`src/rtl/qspi_sram_responder.sv`:
```
// qspi_sram_responder: quad-SPI SRAM target (0xEB read, 0x38 write) over a byte memory port.
// Optional QSPI_RESP_SPI_READ_EN adds 0x03 single-bit read on sio[1].
// Ports: clk_i/rst_ni; sck, cs_n, sio_in/sio_out/sio_oe pins (synchronous to clk_i);
//        mem_addr/mem_we/mem_wdata/mem_re/mem_rdata memory port (rdata one cycle after re); busy.
module qspi_sram_responder #(
  parameter int          MEM_AW       = 10,
  parameter int          DUMMY_CYCLES = 6,
  parameter logic [7:0]  READ_CMD     = 8'hEB,
  parameter logic [7:0]  WRITE_CMD    = 8'h38
) (
  input  logic              clk_i,
  input  logic              rst_ni,
  input  logic              sck,
  input  logic              cs_n,
  input  logic [3:0]        sio_in,
  output logic [3:0]        sio_out,
  output logic [3:0]        sio_oe,
  output logic [MEM_AW-1:0] mem_addr,
  output logic              mem_we,
  output logic [7:0]        mem_wdata,
  output logic              mem_re,
  input  logic [7:0]        mem_rdata,
  output logic              busy
);

  typedef enum logic [3:0] {
    IDLE, CMD, ADDR, DUMMY, RDATA,
    WDATA, IGNORE, SADDR, SDATA
  } state_t;

  state_t            state;
  logic              sck_q;
  logic [4:0]        cnt;
  logic [6:0]        cmd_sh;
  logic [MEM_AW-1:0] addr_cnt;
  logic [MEM_AW-1:0] addr_nx;
  logic [7:0]        tx;
  logic [3:0]        wr_hi;
  logic              rd_pend;
  logic              nib;
  logic              rise;
  logic              fall;
  logic [7:0]        op;
  logic [3:0]        hi_nib;

  assign rise    = sck & ~sck_q;
  assign fall    = ~sck & sck_q;
  assign op      = {cmd_sh, sio_in[0]};
  assign addr_nx = addr_cnt + MEM_AW'(1);
  // Read data arriving this very cycle bypasses tx so a fast sck
  // can still drive the next high nibble on time.
  assign hi_nib  = rd_pend ? mem_rdata[7:4] : tx[7:4];

`ifdef QSPI_RESP_SPI_READ_EN
  logic spi_bit;
  always_comb begin
    spi_bit = tx[cnt[2:0]];
    if (cnt[2:0] == 3'd7 && rd_pend)
      spi_bit = mem_rdata[7];
  end
`endif

  always_ff @(posedge clk_i or negedge rst_ni) begin
    if (!rst_ni) begin
      state     <= IDLE;
      sck_q     <= 1'b0;
      cnt       <= '0;
      cmd_sh    <= '0;
      addr_cnt  <= '0;
      tx        <= '0;
      wr_hi     <= '0;
      rd_pend   <= 1'b0;
      nib       <= 1'b0;
      sio_out   <= '0;
      sio_oe    <= '0;
      mem_addr  <= '0;
      mem_we    <= 1'b0;
      mem_wdata <= '0;
      mem_re    <= 1'b0;
      busy      <= 1'b0;
    end else begin
      sck_q   <= sck;
      mem_we  <= 1'b0;
      mem_re  <= 1'b0;
      rd_pend <= mem_re;
      if (rd_pend)
        tx <= mem_rdata;
      if (cs_n) begin
        state   <= IDLE;
        sio_oe  <= '0;
        sio_out <= '0;
        cnt     <= '0;
        nib     <= 1'b0;
        busy    <= 1'b0;
      end else begin
        unique case (state)
          IDLE: begin
            state <= CMD;
            busy  <= 1'b1;
            cnt   <= '0;
            nib   <= 1'b0;
          end
          CMD: if (rise) begin
            cmd_sh <= op[6:0];
            cnt    <= cnt + 5'd1;
            if (cnt == 5'd7) begin
              cnt <= '0;
              unique case (1'b1)
                op == READ_CMD: begin
                  state <= ADDR;
                  nib   <= 1'b1;
                end
                op == WRITE_CMD: begin
                  state <= ADDR;
                  nib   <= 1'b0;
                end
`ifdef QSPI_RESP_SPI_READ_EN
                op == 8'h03: state <= SADDR;
`endif
                default: state <= IGNORE;
              endcase
            end
          end
          // nib doubles as the read/write flag while in ADDR
          ADDR: if (rise) begin
            addr_cnt <= {addr_cnt[MEM_AW-5:0], sio_in};
            cnt      <= cnt + 5'd1;
            if (cnt == 5'd5) begin
              cnt <= '0;
              nib <= 1'b0;
              if (nib) begin
                state    <= DUMMY;
                mem_re   <= 1'b1;
                mem_addr <= {addr_cnt[MEM_AW-5:0], sio_in};
              end else begin
                state <= WDATA;
              end
            end
          end
          // nib set means the dummy rises are done
          DUMMY: begin
            if (rise && !nib) begin
              cnt <= cnt + 5'd1;
              if (cnt == 5'(DUMMY_CYCLES - 1))
                nib <= 1'b1;
            end
            if (fall && nib) begin
              sio_oe  <= 4'b1111;
              sio_out <= hi_nib;
              nib     <= 1'b0;
              cnt     <= '0;
              state   <= RDATA;
            end
          end
          RDATA: if (fall) begin
            if (!nib) begin
              sio_out  <= tx[3:0];
              addr_cnt <= addr_nx;
              mem_addr <= addr_nx;
              mem_re   <= 1'b1;
              nib      <= 1'b1;
            end else begin
              sio_out <= hi_nib;
              nib     <= 1'b0;
            end
          end
          WDATA: if (rise) begin
            if (!nib) begin
              wr_hi <= sio_in;
              nib   <= 1'b1;
            end else begin
              mem_wdata <= {wr_hi, sio_in};
              mem_addr  <= addr_cnt;
              mem_we    <= 1'b1;
              addr_cnt  <= addr_nx;
              nib       <= 1'b0;
            end
          end
`ifdef QSPI_RESP_SPI_READ_EN
          SADDR: if (rise) begin
            addr_cnt <= {addr_cnt[MEM_AW-2:0], sio_in[0]};
            cnt      <= cnt + 5'd1;
            if (cnt == 5'd23) begin
              cnt      <= 5'd7;
              mem_re   <= 1'b1;
              mem_addr <= {addr_cnt[MEM_AW-2:0], sio_in[0]};
              state    <= SDATA;
            end
          end
          SDATA: if (fall) begin
            sio_oe  <= 4'b0010;
            sio_out <= {2'b00, spi_bit, 1'b0};
            cnt     <= cnt - 5'd1;
            if (cnt[2:0] == 3'd0) begin
              cnt      <= 5'd7;
              addr_cnt <= addr_nx;
              mem_addr <= addr_nx;
              mem_re   <= 1'b1;
            end
          end
`endif
          IGNORE: ;
          default: state <= IGNORE;
        endcase
      end
    end
  end

endmodule

```
`config.mk`:
```
export PLATFORM = sky130hd
export DESIGN_NAME = qspi_sram_responder
export DESIGN_NICKNAME = d
export VERILOG_FILES = /design/src/rtl/qspi_sram_responder.sv
export SDC_FILE = /design/constraint.sdc
export NUM_CORES = 1
export LEC_CHECK = 0
export CORE_MARGIN = 1.5
export CORE_UTILIZATION = 27
export DETAILED_ROUTE_END_ITERATION = 16
export DONT_BUFFER_PORTS = 1
export SYNTH_ARGS = -nofsm -noshare
export SYNTH_HDL_FRONTEND = slang
export SYNTH_SLANG_ARGS = --single-unit
```
`constraint.sdc`:
```
create_clock -name clk_i -period 2.1 [get_ports clk_i]
set_clock_uncertainty 0.2 [all_clocks]
set_input_delay 0.42 -clock clk_i [delete_from_list [all_inputs] [get_ports clk_i]]
set_output_delay 0.42 -clock clk_i [all_outputs]
set_load 0.1 [all_outputs]
```
# ---- Word level (Yosys, flattened, before mapping)
# Index checks and enable logic that the tools add are counted.
dict set report op_classes {
  n_addsub 2
  mul 0
  div_mod_pow 0
  order_cmp 0
  n_eq_ne 28
  shifts 0
  n_mux 62
  n_bitwise 6
  n_reduce_logical 23
}
# cell n
set op_table {}
lappend op_table {{2-to-1 mux 10 bit} 10}
lappend op_table {{one-hot mux 10 bit (3 select lines)} 2}
lappend op_table {{2-to-1 mux 4 bit} 14}
lappend op_table {{2-to-1 mux 5 bit} 7}
lappend op_table {{2-to-1 mux 1 bit} 21}
lappend op_table {{!= test 3 bit (second input constant)} 7}
lappend op_table {{one-hot mux 4 bit (5 select lines)} 1}
lappend op_table {{one-hot mux 5 bit (4 select lines)} 1}
lappend op_table {{!= test 2 bit (second input constant)} 7}
lappend op_table {{== test 4 x 3 -> 1 bit (second input constant)} 3}
lappend op_table {{!= test 4 bit (second input constant)} 3}
lappend op_table {{AND reduction 4 bit} 3}
lappend op_table {{adder 10 x 1 -> 10 bit (second input constant)} 1}
lappend op_table {{== test 5 x 3 -> 1 bit (second input constant)} 2}
lappend op_table {{AND reduction 10 bit} 1}
lappend op_table {{AND reduction 9 bit} 1}
lappend op_table {{== test 4 x 2 -> 1 bit (second input constant)} 2}
lappend op_table {{== test 8 x 6 -> 1 bit (second input constant)} 1}
lappend op_table {{== test 8 bit (second input constant)} 1}
lappend op_table {{one-hot mux 4 bit (2 select lines)} 1}
lappend op_table {{AND reduction 7 bit} 1}
lappend op_table {{nonzero test 7 bit} 1}
lappend op_table {{2-to-1 mux 3 bit} 2}
lappend op_table {{one-hot mux 1 bit (6 select lines)} 1}
lappend op_table {{17 further kinds} 27}
dict set report totals {
  reg_bits 70
  latchBits 0
  ram_bits 0
  romBits 0
  out_inout_bits 29
  elab_cells 137
  memories 0
}

# ---- Logic depth before layout (Yosys ltp)
dict set report logic_depth {
  ltp_word 7
  ltp_mapped 8
}

# ---- Worst setup path before layout
# No wires, ideal clock.
dict set report synth_path {
  kind {reg2reg}
  startpoint {register state[2]}
  endpoint {register mem_addr[0]}
  arrival_ns 1.916
  path_slack_ns -0.141
  stages_incl_launch_ff 8
  synth_period_minus_slack_ns 2.241
  path_cell_list {dfrtp_1 buf_2 nor3b_4 nand2_1 a221o_1 buf_6 a21oi_4 mux2_2}
}
dict set report synth_via {
  elab_chain_len 3
  elab_cells_between_ends 13
  cone_classes {eq/ne: 10; mux: 1; reduce/logical: 2}
}
# item line_no
set synth_rtl {}
lappend synth_rtl {{start, declared} 31} ;# state_t state;
lappend synth_rtl {{start signal, assigned} 65} ;# state <= IDLE;
lappend synth_rtl {{start signal, assigned} 89} ;# state <= IDLE;
lappend synth_rtl {{start signal, assigned} 98} ;# state <= CMD;
lappend synth_rtl {{== test 4 x 2 -> 1 bit / == test 4 x 3 -> 1 bit (equally long branches)} 96} ;# unique case (state)
lappend synth_rtl {{!= test 2 bit (no source line) / nonzero test 3 bit (equally long branches)} --}
lappend synth_rtl {{AND reduction 9 bit (no source line)} --}
lappend synth_rtl {{end signal, assigned} 134} ;# mem_addr <= {addr_cnt[MEM_AW-5:0], sio_in};
lappend synth_rtl {{end signal, assigned} 159} ;# mem_addr <= addr_nx;
lappend synth_rtl {{end signal, assigned} 173} ;# mem_addr <= addr_cnt;
lappend synth_rtl {{end, declared} 18} ;# output logic [MEM_AW-1:0] mem_addr,
# Parallel ways exist; a longest one is shown, timed or not.
# A chain may end at the register's enable or synchronous reset.

# ---- Worst setup path after layout
dict set report layout_path {
  startpoint {register state[1]}
  endpoint {register nib}
}
dict set report layout_via {
  elab_chain_len 3
  elab_cells_between_ends 19
  cone_classes {eq/ne: 14; mux: 2; reduce/logical: 3}
}
# item line_no
set layout_rtl {}
lappend layout_rtl {{== test 4 x 2 -> 1 bit (tied with other cells)} 96}
lappend layout_rtl {{!= test 4 bit (no source line) (tied with other cells)} --}
lappend layout_rtl {{AND reduction 10 bit (no source line) / 2-to-1 mux 1 bit (equally long branches)} --}
lappend layout_rtl {{end signal, assigned} 93} ;# nib <= 1'b0;
lappend layout_rtl {{end signal, assigned} 101} ;# nib <= 1'b0;
lappend layout_rtl {{end signal, assigned} 111} ;# nib <= 1'b1;
lappend layout_rtl {{end, declared} 40} ;# logic nib;
# Parallel ways exist; a longest one is shown, timed or not.

==> reports/qor.csv <==
stage,metric,value,unit
run_status,outcome,"complete, but fails checks",
run_status,failing checks,negative hold slack,
route,Residual DRC,0,
clocking,CTS root buffer,clkbuf_16,
power_and_ir_drop,sw frac,43.9,%
synth,Netlist cell types,58,
floorplan,Die ar.,13600,um2
floorplan,num ports,45,
power_and_ir_drop,worst-case vdd ir drop,0.649,mV
final_layout,final core utilization,35.8,%
worst_setup_path,startpoint types,flop,
synth,Post-synth top flop,dfrtp_1,
worst_setup_path,critical path type,reg -> reg,
timing,worst rel slew slack,37.4,%
power_and_ir_drop,register share of total power,39.2,%
route,DR pass1 iterations,4,
timing,final hold vios,66,
global_route,first-pass GRT wire length,13.6,mm
clocking,Skew-Pair Late Insertion Delay,0.33,ns
synth,Post-synth EDFFs,0,
worst_setup_path,Critical Path RT,2.14,ns
worst_setup_path,Worst R2R End,nib$_DFFE_PN0P_,
clocking,Sink Count,66,
global_route,largest net degree at the start of global routing,67,
floorplan,Initial Utilization,27.6,%
timing,Slew Limit Fails,0,
synth,synthesis-stage register bit count,66,
run,max_cap viols,0,
power_and_ir_drop,P_int,3.94,mW
placement,HPWL after DPL,5.78,mm
final_layout,FILL cells,1288,
power_and_ir_drop,static leakage,1.96,nW
synth,register area share after synthesis,47.4,%
final_layout,fraction of layout cells with a size suffix above 1,34.8,%
final_layout,"non-filler cells, final",571,
synth,Post-Syn Nets,364,
global_route,gr usage total,13.1,%
hold_path,min-delay worst type,in -> async,
clocking,CTS tree,done,
clocking,Worst-path clk slew,0.06,ns
worst_setup_path,R2R setup slack,0.006,ns
worst_setup_path,cells on worst reg2reg path,6,
route,Avg Vias per Cell,5.01,
worst_setup_path,RR Startpoint,state[1]$_DFFE_PN0P_,
synth,number of synthesis warnings,0,
final_layout,diodes inserted,0,
timing,post-layout min period,2.09,ns
floorplan,Die X,117,um
clocking,Post-CTS Hold Buffers,2,
power_and_ir_drop,Comb power frac,38.0,%
final_layout,register area,1660,um2
global_route,vias in the first global route,2806,
placement,GP Congestion,0.936,
timing,fmax,478,MHz
final_layout,P&R area growth vs syn,29.8,%
worst_setup_path,critical path endpoint category,flop,
timing,Least-Margin Pin Slew,0.940,ns
synth,Post-Syn Area per Cell,10.1,um2
placement,dpl cells,540,
timing,final setup fails,0,
worst_setup_path,CP max FO,9,
synth,"FFs w/ async S/R, synth",100,%
global_route,antenna violations before repair,0,
synth,Post-Syn Area,3480,um2
power_and_ir_drop,power per cell area,1550,nW/um2
route,DRT antenna net count,0,
route,DR WL/cell,15.4,um
power_and_ir_drop,Net Sw Power,3.09,mW
route,via count,2862,
final_layout,"commonest non-fill, non-tap cell in the layout",dfrtp_1,
floorplan,die height,117,um
route,drt total wl,8.78,mm
floorplan,Cell Rows,41,
power_and_ir_drop,Clock Power Share,22.8,%
worst_setup_path,crit path DAT,2.13,ns
synth,Synth Instances,345,
timing,final critical-path share of the clock period,99.7,%
clocking,CTS Buffer Depth,2,
global_route,total gr overflow,0,
placement,IO Port Bufs,0,
clocking,Num CTS Buffers,9,
final_layout,fin nets,413,
route,Starting DRT DRC Count,157,
timing,Hold Worst Slack,-0.416,ns
final_layout,most frequent cells in the layout,"dfrtp_1 (62), buf_4 (52), mux2_2 (33)",
floorplan,Placeable Area,12600,um2
clocking,H-tree Lvls,3,
final_layout,multi-input logic area,1770,um2
timing,RSZ-0062 raised after global routing,true,
==> synthesized netlist by cell type (all sizes together), types with 4 or more instances <==
| master | number | area, um2 |
|---|---|---|
| dfrtp | 66 | 1650 |
| mux2 | 34 | 383 |
| nor2 | 31 | 116 |
| a21oi | 28 | 151 |
| nand2 | 26 | 97.6 |
| o21ai | 17 | 85.1 |
| inv | 14 | 52.6 |
| buf | 11 | 70.1 |
| clkbuf | 11 | 41.3 |
| a31oi | 7 | 43.8 |
| nand3 | 7 | 35.0 |
| nor3 | 7 | 40.0 |
| o22ai | 7 | 43.8 |
| xnor2 | 7 | 61.3 |
| a211oi | 5 | 37.5 |
| nand2b | 5 | 31.3 |
| a22o | 4 | 35.0 |
| a2bb2oi | 4 | 35.0 |
| nor2b | 4 | 25.0 |
| nor4 | 4 | 31.3 |
==> registers in the layout, indices dropped and copies added (netlist names), 3 cells and up <==
register	cells
addr_cnt	10
mem_addr	10
mem_wdata	8
tx	8
cmd_sh	7
cnt	5
sio_out	4
wr_hi	4
state	3
==> critical path, stage by stage (launching register included) <==
cell and delay (ns):
dfrtp_2 0.47, or3b_4 0.45, a41oi_4 0.26, buf_4 0.17
a311oi_2 0.05, and3_1 0.21, a211oi_1 0.20
==> power by group through the flow <==
| stage | registers, mW | clock network [mW] | logic (mW) |
|---|---|---|---|
| 3_3_place_gp | 2.77 | 0 | 2.31 |
| 4_1_cts | 2.77 | 1.64 | 2.50 |
| 6_report | 2.76 | 1.60 | 2.67 |
| 5_1_grt | 2.82 | 1.69 | 2.89 |
| 3_5_place_dp | 2.78 | 0 | 2.37 |
| 2_1_floorplan | 2.93 | 0 | 1.49 |
==> how the worst max path moves through the flow <==
stage	from	to	depth (start not counted)
finish	state[1]$_DFFE_PN0P_	nib$_DFFE_PN0P_	6
global route	cnt[1]$_DFFE_PN0P_	nib$_DFFE_PN0P_	7
CTS	cnt[1]$_DFFE_PN0P_	mem_addr[8]$_DFFE_PN0P_	8
detailed placement	state[0]$_DFFE_PN0P_	state[1]$_DFFE_PN0P_	6
global placement	state[1]$_DFFE_PN0P_	cnt[0]$_DFFE_PN0P_	7
floorplan	state[2]$_DFFE_PN0P_	mem_addr[0]$_DFFE_PN0P_	7
==> cell type report <==
type / instances / share of cell area, %
clock buffers: 13 / 6.20
clock inverters: 3 / 0.996
inverters: 14 / 1.16
multi-input cells: 243 / 39.2
flip-flops and latches: 66 / 36.7
well taps: 172 / 4.76
repair buffers: 60 / 11.0
==> through the flow <==
stage	worst slack [ns]	total power, mW	TNS (ns)	cell area [um2]
floorplan	-0.115	4.41	-1.11	3490
global placement	-0.0465	5.07	-0.304	3960
detailed placement	-0.114	5.16	-1.08	3960
CTS	-0.00756	6.91	-0.0175	4380
global route	-0.0780	7.40	-0.726	4520
finish	0.00579	7.03	0	4520
==> repair_timing <==
action,4_1_cts,5_1_grt
pin swaps,3,8
buffers inserted,3,10
gates resized for setup,11,19
setup endpoints to repair,29,26
hold endpoints to repair,76,66
==> logic make-up after synthesis <==
group                    count (synthesis)  share of synthesized area, %
AO/OA/AOI/OAI                           92                          17.6
XOR/XNOR                                 8                          2.01
adder cells (fa/ha/maj)                  3                          1.08
buffers and inverters                   36                          4.71
flip-flops                              66                          47.4
multiplexers                            35                          11.3
AND/OR/NAND/NOR                        105                          15.9
==> routing by layer <==
metal,global-route usage [%],routed length [um],up-vias
li1,-,-,1340
met1,15.9,3730,1415
met2,21.6,4220,90
met3,4.31,640,17
met4,4.90,191,0
met5,0,0,-
(Power assumes the default switching activity.)
